==> src/rtl/regfile_pkg.sv <==
// Shared constants and word type for the parametrised register file.
package regfile_pkg;

    localparam int unsigned RF_WIDTH = 16;
    localparam int unsigned RF_DEPTH = 4;

    typedef logic [RF_WIDTH-1:0] rf_word_t;

endpackage

==> src/rtl/reg_n.sv <==
// One register-file word: a WIDTH-bit DFF bank with a load mux and synchronous clear.
module reg_n #(
    parameter int unsigned WIDTH = 16
) (
    input  logic             clk,
    input  logic             reset,
    input  logic             load,
    input  logic [WIDTH-1:0] d,
    output logic [WIDTH-1:0] q
);

    logic [WIDTH-1:0] d_mux;

    assign d_mux = load ? d : q;

    always_ff @(posedge clk) begin
        if (reset) begin
            q <= '0;
        end else begin
            q <= d_mux;
        end
    end

endmodule

==> src/rtl/regfile_param.sv <==
// DEPTH x WIDTH register file: one synchronous write port, two combinational read ports,
// optional write-to-read bypass and optional hardwired zero word.
module regfile_param
    import regfile_pkg::*;
#(
    parameter int unsigned WIDTH    = RF_WIDTH,
    parameter int unsigned DEPTH    = RF_DEPTH,
    parameter int unsigned ADDR_W   = $clog2(DEPTH),
    parameter bit          BYPASS   = 1'b1,
    parameter bit          ZERO_REG = 1'b0
) (
    input  logic              clk,
    input  logic              reset,
    input  logic              we,
    input  logic [ADDR_W-1:0] waddr,
    input  logic [WIDTH-1:0]  wdata,
    input  logic [ADDR_W-1:0] raddr_a,
    input  logic [ADDR_W-1:0] raddr_b,
    output logic [WIDTH-1:0]  rdata_a,
    output logic [WIDTH-1:0]  rdata_b
);

    localparam logic [ADDR_W:0] DEPTH_L = DEPTH[ADDR_W:0];

    logic [WIDTH-1:0] q [DEPTH];
    logic [DEPTH-1:0] load;

    // An address is live if it maps to a real word that is not the hardwired zero.
    function automatic logic addr_ok(input logic [ADDR_W-1:0] a);
        return ({1'b0, a} < DEPTH_L) && !(ZERO_REG && (a == '0));
    endfunction

    for (genvar i = 0; i < DEPTH; i++) begin : g_word
        assign load[i] = we && (waddr == ADDR_W'(i)) && addr_ok(waddr);

        reg_n #(
            .WIDTH(WIDTH)
        ) u_word (
            .clk  (clk),
            .reset(reset),
            .load (load[i]),
            .d    (wdata),
            .q    (q[i])
        );
    end

    always_comb begin
        rdata_a = '0;
        rdata_b = '0;
        for (int unsigned i = 0; i < DEPTH; i++) begin
            if (raddr_a == ADDR_W'(i)) rdata_a = q[i];
            if (raddr_b == ADDR_W'(i)) rdata_b = q[i];
        end
        if (BYPASS && we && (waddr == raddr_a)) rdata_a = wdata;
        if (BYPASS && we && (waddr == raddr_b)) rdata_b = wdata;
        // Forcing comes last so it also masks any bypass.
        if (reset || !addr_ok(raddr_a)) rdata_a = '0;
        if (reset || !addr_ok(raddr_b)) rdata_b = '0;
    end

endmodule

==> config.mk <==
export PLATFORM = sky130hd
export DESIGN_NAME = regfile_param
export DESIGN_NICKNAME = d
export VERILOG_FILES = /design/src/rtl/regfile_pkg.sv /design/src/rtl/reg_n.sv /design/src/rtl/regfile_param.sv
export SDC_FILE = /design/constraint.sdc
export NUM_CORES = 1
export LEC_CHECK = 0
export ABC_AREA = 1
export BUFFER_PORTS_ARGS = -buffer_cell sky130_fd_sc_hd__buf_2
export CORE_MARGIN = 2
export CORE_UTILIZATION = 58
export DETAILED_ROUTE_END_ITERATION = 6
export PLACE_DENSITY = 0.81
export SLEW_MARGIN = 20
export SYNTH_ARGS = -nofsm -noshare
export SYNTH_HDL_FRONTEND = slang
export SYNTH_SLANG_ARGS = --single-unit
export TNS_END_PERCENT = 30
==> constraint.sdc <==
create_clock -name clk -period 1.2 [get_ports clk]
set_input_delay 0.06 -clock clk [delete_from_list [all_inputs] [get_ports clk]]
set_output_delay 0.06 -clock clk [all_outputs]
set_load 0.01 [all_outputs]
==> run summary <==
Post-synthesis adder-cell area fraction - 0%
Final HPWL DP - 9.24 mm
# Post-CTS Setup Buffers - 0
Cell variety after synth - 22
Syn-to-layout area delta - 25.9%
Clock slew at reported path FFs - 0.08 ns
Max-capacitance violation count - 0
RSZ-0062 raised after global routing - true
CTS tree - yes
Largest family of logic cells by synthesized area - simple AND/OR/NAND/NOR gates
Relative slew slack - 77.8%
Num rows - 29
Max FFs per register - 64
Worst-path cell chain - inv_2, o21ai_2, nand3_1, nand2_1, nor2_1, nor2_1, buf_2
Min Clock Period, post-route - 1.41 ns
Initial antenna violation count - 0
CTS buffer count - 9
Root Buffer - clkbuf_8
Most flop-heavy register - g_word.u_word.q
Avg Vias per Cell - 5.85
Max VDD drop - 0.000748 V
Die height - 86.2 µm
Share of cells above drive strength 1 - 26.2%
CP max FO - 3
Seq/Total Area, Yosys - 32.7%
CP dominant cell by count - nor2_1
DR DRC count - 0
Leakage - 0.00241 µW
Outcome - complete, but fails checks
Pre-CTS WS - -0.0235 ns
Mapped cell area - 3920 µm²
Skew final - 0 ns
Vias - 4842
Overall routing resource usage - 35.5%
GRT Residual Overflow - 0
Post-Syn Area per Cell - 5.87 µm²
Largest net degree at the start of global routing - 44
XOR/XNOR share of the synthesized area - 0%
IO buf count - 56
Final worst path period share - 117%
Setup crit start kind - flop
Clock Path Buffers - 2
Synthesized flop and latch total - 64
Clock sink count - 64
Yosys warning total - 0
# IOs - 57
Worst EP required - 1.14 ns
FILL cells - 538
Final hold slack - 0.00957 ns
Post-DRT Antenna Nets - 0
Crit path capture type - primary output
Initial Util - 60.7%
HP Class - in2reg
Pins Over Slew Limit - 0
Cell Count Post-Placement - 812
Biggest regs - g_word.u_word.q x64
Fmax - 710 MHz
R2r startpoint - g_word[0].u_word.q[8]
Setup violators final - 29
Initial DRT Pass Iterations - 5
Setup_tns - -2.98 ns
Worst endpoint data arrival time - 1.35 ns
Number of hold violations in the final report - 0
Core Region - 6460 µm²
Setup crit start - g_word[1].u_word.q[14]
Routed WL - 13.1 mm
Number of global-route vias before repair - 4613
Routability cong. - 1.05
Post-synthesis simple-gate area fraction - 35.1%
Final setup margin - -0.208 ns
Failing checks - setup timing
CTS Hold Buffers Added - 0
Worst slew pin tran - 0.333 ns
Pwr dens - 1200 nW/µm²
Initial DRC Count - 480
Syn Nets - 692
Post-synthesis compound-gate area fraction - 20.1%
Filler-free cell count of the finished design - 828
Family with the most delay on the worst path - simple AND/OR/NAND/NOR gates
Max stage delay cell, worst path - dfxtp_2
Die X - 86.2 µm
First-pass GRT wire length - 21.1 mm
Worst setup path category - reg2out
Post-synthesis mux area share - 0%
Final nets - 771
Clk_lat worst skew - 0.34 ns
Wire length per cell - 15.8 µm
CP Buf/Inv Count - 2
Post-Syn Instances - 667
Die area - 7430 µm²
HP Start - wdata[5]
H-tree depth - 3
Antenna Diode Count - 0
CP max stage delay - 0.33 ns
layout make-up:
cell class,instances,area (µm²),share of cell area (%)
Clock inverter,5,104,2.11
Inverter,76,294,5.96
Timing Repair Buffer,107,746,15.1
Tap cell,77,96.3,1.95
Sequential cell,64,1320,26.8
Multi-Input combinational cell,488,2230,45.2
Clock buffer,11,141,2.87
power by group:
part | switching (µW) | internal [µW]
Clock | 875 | 1440
Sequential | 82.4 | 2250
Combinational | 800 | 479
timing repair:
action                                  4_1_cts  5_1_grt
resized for setup                            61       27
pin swaps                                    17       10
cloned                                        0        0
endpoints found under the setup margin       29       32
metrics by stage:
step	power [µW]	util (%)	instance area, µm²
after floorplan	3060	-	3920
after global placement	3510	70.7	4560
after detailed placement	3550	70.7	4560
after CTS	5860	75.5	4880
after global routing	6150	76.4	4930
final	5920	76.4	4930
synthesized netlist by cell type:
library cell  number  area [µm²]
nand2_1          184         691
o21ai_0           90         450
nor2_1            73         274
a21oi_1           65         325
inv_1             65         244
dfxtp_1           64        1280
nand3_1           62         310
buf_2             19        95.1
clkbuf_1          15        56.3
inv_2              9        33.8
nor2_2             4        25.0
buf_4              3        22.5
nor3_1             3        15.0
nand2_4            2        22.5
o21ai_1            2        10.0
buf_1              1        3.75
buf_6              1        11.3
clkinv_1           1        3.75
clkinv_2           1        5.00
nand2_2            1        6.26
nor2_4             1        11.3
nor2_8             1        20.0
worst register-to-register path: cells and delay by family, from the launching register on:
family	cells	cell delay, ns
compound gates	2	0.25
flops	1	0.33
cell usage in the layout, fill, tap and decap left out, drive strengths merged:
master / n
nor2: 79
o21ai: 92
buf: 106
inv: 75
bufinv: 3
nand3: 62
clkbuf: 12
a21oi: 65
nor3: 3
nand2: 187
clkinv: 3
dfxtp: 64
final timing paths:
check / slack (ns) / endpoint / depth (start not counted)
max: -0.21 / rdata_b[14] / 7
min: 0.01 / g_word[1].u_word.q[5] / 3
max reg2reg: 0.49 / g_word[0].u_word.q[8] / 2
min reg2reg: 0.46 / g_word[1].u_word.q[2] / 2
logic make-up (layout without fill, tap and decap cells):
group	count (synthesis)	in the layout
compound gates	157	157
simple gates	331	331
flops	64	64
buf+inv	115	199
per-layer routing:
metal / vias to the layer above / track usage, % / share of wire, %
met5: - / 0 / 0
met4: 0 / 16.6 / 4.5
met3: 78 / 8.19 / 9.3
met2: 333 / 59.6 / 47
met1: 2143 / 43.2 / 39
li1: 2288 / - / -
Note: power is estimated with default switching activity, not from simulation.
